File: src/rtl/morse_tx_encoder.sv
// ITU Morse transmitter: accepts A-Z / 0-9 / word-space codes over valid/ready
// and drives a timed key line plus a gated square-wave tone.
module morse_tx_encoder #(
    parameter int UNIT_CYCLES = 2500000,
    parameter int TONE_DIV    = 5000
) (
    input  logic       clk,
    input  logic       rst,
    input  logic [5:0] char_code,
    input  logic       char_valid,
    output logic       char_ready,
    output logic       key_out,
    output logic       tone_out,
    output logic       busy,
    output logic [2:0] dbg_state_o
);

    // Handshake: a character transfers on a rising edge where char_valid and
    // char_ready are both 1; char_code is sampled only on that edge.
    localparam int CW = $clog2(3 * UNIT_CYCLES + 1);
    localparam int DW = (TONE_DIV > 1) ? $clog2(TONE_DIV) : 1;

    localparam logic [CW-1:0] UNIT_M1 = CW'(UNIT_CYCLES - 1);
    localparam logic [CW-1:0] DASH_M1 = CW'(3 * UNIT_CYCLES - 1);
    localparam logic [CW-1:0] CNT_ONE = CW'(1);
    localparam logic [DW-1:0] TONE_M1 = DW'(TONE_DIV - 1);
    localparam logic [DW-1:0] DIV_ONE = DW'(1);

    typedef enum logic [2:0] {
        IDLE     = 3'd0,
        MARK     = 3'd1,
        ELEM_GAP = 3'd2,
        CHAR_GAP = 3'd3,
        WORD_GAP = 3'd4
    } state_t;

    state_t        state_q;
    logic [CW-1:0] cnt_q;
    logic [2:0]    idx_q;
    logic [2:0]    len_q;
    logic [4:0]    pat_q;
    logic [DW-1:0] div_q;
    logic          key_q;
    logic          tone_q;
    logic          busy_q;

    logic [2:0]    rom_len;
    logic [4:0]    rom_pat;
    logic [7:0]    rom_word;

    // {length, pattern}: pattern is left-aligned, MSB = first element, 1 = dash.
    // A zero length marks codes that are not letters or digits.
    always_comb begin
        rom_word = 8'h00;
        case (char_code)
            6'd0:  rom_word = {3'd2, 5'b01000};
            6'd1:  rom_word = {3'd4, 5'b10000};
            6'd2:  rom_word = {3'd4, 5'b10100};
            6'd3:  rom_word = {3'd3, 5'b10000};
            6'd4:  rom_word = {3'd1, 5'b00000};
            6'd5:  rom_word = {3'd4, 5'b00100};
            6'd6:  rom_word = {3'd3, 5'b11000};
            6'd7:  rom_word = {3'd4, 5'b00000};
            6'd8:  rom_word = {3'd2, 5'b00000};
            6'd9:  rom_word = {3'd4, 5'b01110};
            6'd10: rom_word = {3'd3, 5'b10100};
            6'd11: rom_word = {3'd4, 5'b01000};
            6'd12: rom_word = {3'd2, 5'b11000};
            6'd13: rom_word = {3'd2, 5'b10000};
            6'd14: rom_word = {3'd3, 5'b11100};
            6'd15: rom_word = {3'd4, 5'b01100};
            6'd16: rom_word = {3'd4, 5'b11010};
            6'd17: rom_word = {3'd3, 5'b01000};
            6'd18: rom_word = {3'd3, 5'b00000};
            6'd19: rom_word = {3'd1, 5'b10000};
            6'd20: rom_word = {3'd3, 5'b00100};
            6'd21: rom_word = {3'd4, 5'b00010};
            6'd22: rom_word = {3'd3, 5'b01100};
            6'd23: rom_word = {3'd4, 5'b10010};
            6'd24: rom_word = {3'd4, 5'b10110};
            6'd25: rom_word = {3'd4, 5'b11000};
            6'd26: rom_word = {3'd5, 5'b11111};
            6'd27: rom_word = {3'd5, 5'b01111};
            6'd28: rom_word = {3'd5, 5'b00111};
            6'd29: rom_word = {3'd5, 5'b00011};
            6'd30: rom_word = {3'd5, 5'b00001};
            6'd31: rom_word = {3'd5, 5'b00000};
            6'd32: rom_word = {3'd5, 5'b10000};
            6'd33: rom_word = {3'd5, 5'b11000};
            6'd34: rom_word = {3'd5, 5'b11100};
            6'd35: rom_word = {3'd5, 5'b11110};
            default: rom_word = 8'h00;
        endcase
    end

    assign rom_len = rom_word[7:5];
    assign rom_pat = rom_word[4:0];

    // pat_q is shifted left as elements are consumed, so pat_q[4] is always
    // the element currently (or about to be) keyed.
    always_ff @(posedge clk) begin
        if (rst) begin
            state_q <= IDLE;
            cnt_q   <= '0;
            idx_q   <= '0;
            len_q   <= '0;
            pat_q   <= '0;
            div_q   <= '0;
            key_q   <= 1'b0;
            tone_q  <= 1'b0;
            busy_q  <= 1'b0;
        end else begin
            case (state_q)
                IDLE: begin
                    if (char_valid) begin
                        if (rom_len != 3'd0) begin
                            state_q <= MARK;
                            cnt_q   <= rom_pat[4] ? DASH_M1 : UNIT_M1;
                            idx_q   <= 3'd0;
                            len_q   <= rom_len;
                            pat_q   <= rom_pat;
                            div_q   <= '0;
                            key_q   <= 1'b1;
                            tone_q  <= 1'b0;
                            busy_q  <= 1'b1;
                        end else if (char_code == 6'd36) begin
                            state_q <= WORD_GAP;
                            cnt_q   <= UNIT_M1;
                            idx_q   <= 3'd0;
                            busy_q  <= 1'b1;
                        end
                    end
                end
                MARK: begin
                    if (cnt_q == '0) begin
                        key_q  <= 1'b0;
                        tone_q <= 1'b0;
                        div_q  <= '0;
                        if (idx_q == len_q - 3'd1) begin
                            state_q <= CHAR_GAP;
                            cnt_q   <= DASH_M1;
                        end else begin
                            state_q <= ELEM_GAP;
                            cnt_q   <= UNIT_M1;
                        end
                    end else begin
                        cnt_q <= cnt_q - CNT_ONE;
                        if (div_q == TONE_M1) begin
                            div_q  <= '0;
                            tone_q <= ~tone_q;
                        end else begin
                            div_q <= div_q + DIV_ONE;
                        end
                    end
                end
                ELEM_GAP: begin
                    if (cnt_q == '0) begin
                        state_q <= MARK;
                        idx_q   <= idx_q + 3'd1;
                        pat_q   <= pat_q << 1;
                        cnt_q   <= pat_q[3] ? DASH_M1 : UNIT_M1;
                        div_q   <= '0;
                        key_q   <= 1'b1;
                        tone_q  <= 1'b0;
                    end else begin
                        cnt_q <= cnt_q - CNT_ONE;
                    end
                end
                CHAR_GAP: begin
                    if (cnt_q == '0) begin
                        state_q <= IDLE;
                        busy_q  <= 1'b0;
                    end else begin
                        cnt_q <= cnt_q - CNT_ONE;
                    end
                end
                WORD_GAP: begin
                    // Split into 1 + 3 units so the counter never needs to hold 4 units.
                    if (cnt_q == '0) begin
                        if (idx_q == 3'd0) begin
                            idx_q <= 3'd1;
                            cnt_q <= DASH_M1;
                        end else begin
                            state_q <= IDLE;
                            idx_q   <= 3'd0;
                            busy_q  <= 1'b0;
                        end
                    end else begin
                        cnt_q <= cnt_q - CNT_ONE;
                    end
                end
                default: begin
                    state_q <= IDLE;
                    key_q   <= 1'b0;
                    tone_q  <= 1'b0;
                    busy_q  <= 1'b0;
                end
            endcase
        end
    end

    assign char_ready  = (state_q == IDLE) & ~rst;
    assign key_out     = key_q;
    assign tone_out    = tone_q;
    assign busy        = busy_q;
    assign dbg_state_o = state_q;

endmodule

File: config.mk
export PLATFORM = sky130hd
export DESIGN_NAME = morse_tx_encoder
export DESIGN_NICKNAME = d
export VERILOG_FILES = /design/src/rtl/morse_tx_encoder.sv
export SDC_FILE = /design/constraint.sdc
export NUM_CORES = 1
export LEC_CHECK = 0
export CORE_MARGIN = 5
export CORE_UTILIZATION = 47
export DETAILED_ROUTE_END_ITERATION = 10
export SYNTH_ARGS = -nofsm -noshare
export SYNTH_HDL_FRONTEND = slang
export SYNTH_SLANG_ARGS = --single-unit
File: constraint.sdc
create_clock -name clk -period 2.7 [get_ports clk]
set_input_delay 0.27 -clock clk [delete_from_list [all_inputs] [get_ports clk]]
set_output_delay 0.27 -clock clk [all_outputs]
set_load 0.005 [all_outputs]
---- Word level (Yosys, flattened, before mapping) ----
Memory sizes are Yosys's and may differ from the RTL's.
Index checks and enable logic that the tools add are counted.
storage, ports and cells
  output and inout port bits .............. 7
  memories kept ........................... 1
  logic and storage cells ................. 111
  bits in read-only memories .............. 512
  flip-flop bits (word level) ............. 52
  input port bits ......................... 9
memory list
  memory           depth  bits a word  read ports  clocked after Yosys merged registers in  write ports  RTL line  text
  (no name shown)  64     8            1           0                                        0            55        case (char_code)
cells by class
  bitwise logic cells ..................... 5
  $add $sub $neg .......................... 4
  reduce and logical (&&, ||, !) cells .... 19
  multiplexer cells ....................... 55
  equality and inequality tests ........... 18
operators by type and width
  kind                                                                   number
  23-bit 2-to-1 mux                                                      11
  23-bit one-hot mux with 5 select lines                                 1
  13-bit 2-to-1 mux                                                      5
  3-bit 2-to-1 mux                                                       13
  13-bit one-hot mux with 3 select lines                                 1
  23-bit logical NOT                                                     1
  23-bit by 1-bit subtractor with 23-bit output (second input constant)  1
  5-bit AND reduction                                                    4
  2-bit inequality test (second input constant)                          8
  1-bit 2-to-1 mux                                                       15
  3-bit one-hot mux with 5 select lines                                  1
  13-bit by 1-bit adder with 13-bit output (second input constant)       1
  13-bit == test (second input constant)                                 1
  4-bit 2-to-1 mux                                                       3
  1-bit one-hot mux with 4 select lines                                  3
  3-bit inequality test (second input constant)                          3
  3-bit one-hot mux with 3 select lines                                  1
  3-bit nonzero test                                                     3
  4-bit one-hot mux with 2 select lines                                  1
  4-bit AND reduction                                                    2
  7-bit AND reduction                                                    1
  3-bit by 2-bit == test with 1-bit output (second input constant)       2
  6-bit == test (second input constant)                                  1
  3-bit logical NOT                                                      2
  12 further kinds                                                       16

---- Logic depth before layout (Yosys ltp) ----
  word-level depth ........................ 5
  depth in mapped cells ................... 11
  depth with buffers taken out ............ 8

---- Least setup slack after synthesis ----
Ideal clock, no wire load.
  path kind ............................... input to register
  start ................................... input char_code[0]
  end ..................................... register div_q[11]
  setup time .............................. 0.070 ns
  cell stages on the path ................. 10
  slack ................................... 0.322 ns
  data arrival time ....................... 2.308 ns
  path buffers ............................ 2
  data required time ...................... 2.630 ns
  path through ............................ inv_1 > ha_1 > clkbuf_1 > nor2b_1 > o211a_1 > a2111oi_4 > nor4_4 > buf_6 > or4_1 > a21oi_1
between the ends
  word-level cells in the longest chain between the ends .. 4
ends and longest elaborated chain
  element                                 RTL line  text
  from (decl)                             9         input logic [5:0] char_code,
  memory read 64 x 8 bit                  n/a
  3-bit nonzero test                      116       if (rom_len != 3'd0) begin
  2-bit inequality test (no source line)  n/a
  4-bit AND reduction (no source line)    n/a
  to (signal assigned)                    152       div_q <= div_q + DIV_ONE;
  to (decl)                               42        logic [DW-1:0] div_q;
No other way between the ends.
A chain may end at the register's enable or synchronous reset.

---- Final worst setup path ----
  start ................................... input char_code[0]
  end ..................................... register busy_q (netlist: busy)
between the ends
  word-level cells in the longest chain between the ends .. 5
  elaborated cells on any way between the ends .. 8
  those cells by class .................... eq/ne: 2; mux: 3; reduce/logical: 2; memory: 1
ends and longest elaborated chain
  element                                RTL line  text
  memory read 64 x 8 bit                 n/a
  3-bit nonzero test                     116
  1-bit 2-to-1 mux                       116
  1-bit 2-to-1 mux                       115       if (char_valid) begin
  1-bit one-hot mux with 4 select lines  113       case (state_q)
  to (signal assigned)                   111       busy_q <= 1'b0;
  to (signal assigned)                   125       busy_q <= 1'b1;
  to (signal assigned)                   130       busy_q <= 1'b1;
  to (decl)                              45        logic busy_q;
Parallel ways exist; a longest one is shown, timed or not. The select of a mux whose other input is x is not followed.

==> qor.csv <==
stage;metric;value;unit
power_and_ir_drop;p_per_area;493;nW/µm²
cells_and_area;final_util;56.7;%
grt;grt_pass1_vias;3921;
floorplan;core_area;8260;µm²
worst_hold_path;worstHoldStart;len_q[1];
cells_and_area;finish.net_count;578;
setup_path;cp.arrival;2.84;ns
place;place_congestion;0.943;
sta;fmax;379;MHz
synthesis;yosys_register_bits;52;
synthesis;synth_compound_gate_area_share;31.7;%
synthesis;ys_seq_area_share;26.1;%
sta;rsz0062_at_grt;false;
grt;grt_pass1_wl;19.2;mm
clock_network;cts_root_buf;clkbuf_8;
synthesis;synth_flop_cell;dfxtp_1;
run;maxCapViolCount;0;
sta;finalClockSkew;0.00821;ns
clock_network;tritoncts;yes;
clock_network;clk_pin_slew;0.09;ns
floorplan;rows;33;
sta;setup_tns;0;ns
sta;finalSetupViolCount;0;
cells_and_area;syn2layout_area_growth;17.5;%
place;post-dp-hpwl;8.54;mm
clock_network;clock_path_buffers;2;
clock_network;htree_levels;2;
sta;final_max_slew_viol_count;0;
cells_and_area;multiInputGateArea;2740;µm²
sta;tightest_slew;0.940;ns
setup_path;worstPathRequired;2.90;ns
setup_path;regToRegStartpoint;cnt_q[2];
cells_and_area;fillCellCount;813;
setup_path;crit_family;compound AO/OA/AOI/OAI gates;
sta;slew_headroom;37.3;%
sta;finalCritPeriodShare;97.8;%
drt;ant_nets;0;
drt;drc;0;
setup_path;path_cells;clkdlybuf4s50_1 -> buf_4 -> ha_1 -> and3_1 -> a2111oi_4 -> a21oi_2 -> or3_1 -> o221ai_1 -> mux2_2;
synthesis;synthTopCellsByArea;dfxtp_1 (26%), a21oi_1 (5.9%), ha_1 (3.8%);
floorplan;dieWidth;102;µm
cells_and_area;mostFrequentLayoutCell;dfxtp_1;
outcome;outcome;complete, no violations;
synthesis;avgSynthCellArea;7.80;µm²
synthesis;yosysUniqueCellTypes;74;
synthesis;async_flop_share;0;%
worst_hold_path;hold_path.class;reg2reg;
clock_network;post_cts_buffers;0;
setup_path;cp-start-kind;input pin;
synthesis;synthMuxAreaShare;1.10;%
synthesis;synth_nets;532;
clock_network;cts.sink_count;52;
drt;vias;4170;
power_and_ir_drop;power.leakage;1.67;nW
power_and_ir_drop;ir_drop;0.310;mV
floorplan;die-area;10400;µm²
clock_network;cts_made_buffers;5;
cells_and_area;drive_gt1_share;17.1;%
grt;grt_overflow;0;
grt;grt_max_degree;28;
setup_path;cp_num_buf_inv;2;
synthesis;ys_warn_count;0;
drt;first_iter_violations;240;
synthesis;yosysTopAreaCellShare;26.1;%
place;io_buffers;15;
clock_network;clk_latency;0.31;ns
cells_and_area;num_antenna_cells;0;
setup_path;crit_slowest_cell;a2111oi_4;
synthesis;synthAdderAreaFrac;3.77;%
synthesis;synth_xor_area_share;2.51;%
drt;drt_wl_total;11.6;mm
setup_path;cp-end-kind;register;
floorplan;die_h;102;µm
grt;antenna_found_initial;0;
drt;drtPass1Iterations;5;
place;placedInstanceArea;4560;µm²
drt;viasPerCell;6.30;
sta;finalHoldViolations;0;
cells_and_area;regArea;1040;µm²
synthesis;synth_edf_count;0;
floorplan;io_pins;16;
synthesis;synth_top_family_by_area;compound AO/OA/AOI/OAI gates;
setup_path;crit_fanout;9;
setup_path;critPathLaunch;char_code[0];
cells_and_area;post-route-cell-area;4680;µm²
floorplan;initial_utilization;48.3;%
sta;holdWs;0.464;ns
synthesis;yosysTopAreaCell;dfxtp_1;
cells_and_area;final_cell_mix;dfxtp_1 (52), buf_4 (51), a21oi_1 (45), nand2_1 (39), nor2_1 (34);
sta;period_minus_slack;2.64;ns
setup_path;path_class;in2reg;
synthesis;synthSimpleGateAreaFrac;29.0;%
drt;wl_per_cell;17.6;µm
setup_path;slowest_delay;0.48;ns
grt;grt_util_all_layers;22.6;%
synthesis;synth_area;3990;µm²
synthesis;syn_inst;511;
## area by class of cell
class	instances	share of cell area [%]
clock buffers	7	2.06
well taps	105	2.81
repair buffers	69	12.7
flip-flops and latches	52	22.2
inverters	22	1.76
multi-input cells	407	58.5
## state kept, by name, indices dropped and copies added (netlist names)
name,count
len_q,3
dbg_state_o,3
cnt_q,23
pat_q,4
key_out,1
idx_q,3
tone_out,1
busy,1
div_q,13
## report_power, final
| group | internal [mW] | switching [mW] |
|---|---|---|
| Sequential | 0.831 | 0.0861 |
| Clock | 0.229 | 0.256 |
| Combinational | 0.385 | 0.520 |
## timing repair
action                     in CTS  in global routing
setup endpoints to repair       3                 28
pin swaps                       0                  4
resized for setup               0                  5
hold buffers                    0                  0
## metal layers
| metal | up-vias | GRT usage (%) | share of wire (%) |
|---|---|---|---|
| met3 | 21 | 3.14 | 5.0 |
| li1 | 2044 | - | - |
| met4 | 0 | 6.86 | 1.9 |
| met2 | 123 | 36.4 | 46 |
| met5 | - | 0 | 0 |
| met1 | 1982 | 31.5 | 48 |
## worst register-to-register path, cell delays in order, from the launching register on
cell      delay (ns)
dfxtp_1         0.38
or4_1           0.62
nor3_4          0.35
a22o_2          0.37
nand2_1         0.28
a211oi_1        0.32
o32ai_1         0.10
## synthesized netlist by cell type, types with 14 or more instances
| library cell | instances |
|---|---|
| o21ai_0 | 26 |
| nand3_1 | 15 |
| inv_1 | 21 |
| nor2_1 | 34 |
| nand2_1 | 39 |
| o31ai_1 | 16 |
| dfxtp_1 | 52 |
| or4_1 | 14 |
| nor3_1 | 27 |
| clkbuf_1 | 20 |
| a21oi_1 | 47 |
## per-stage QoR
| step | total power [mW] | setup slack (ns) | std cells |
|---|---|---|---|
| final | 2.31 | 0.0587 | 662 |
| after global routing | 2.45 | 0.00261 | 662 |
| after CTS | 2.30 | -0.00655 | 662 |
| after detailed placement | 1.82 | -0.331 | 655 |
| after global placement | 1.81 | -0.220 | 655 |
| after floorplan | 1.50 | 0.322 | 511 |
## logic make-up (layout without fill, tap and decap cells)
| family | Yosys count | in the layout |
|---|---|---|
| buffers and inverters | 52 | 98 |
| adder cells (fa/ha/maj) | 12 | 12 |
| flip-flops | 52 | 52 |
| XOR/XNOR | 9 | 9 |
| AND/OR/NAND/NOR | 202 | 202 |
| multiplexers | 4 | 4 |
| AO/OA/AOI/OAI | 180 | 180 |
## final timing paths
check,endpoint,slack [ns],cells past startpoint
worst max-delay path,busy,0.06,9
worst min-delay path,len_q[1],0.46,2
worst max register to register,cnt_q[19],0.16,6
worst min register to register,len_q[1],0.46,2
Power figures use the tool's default switching activity.
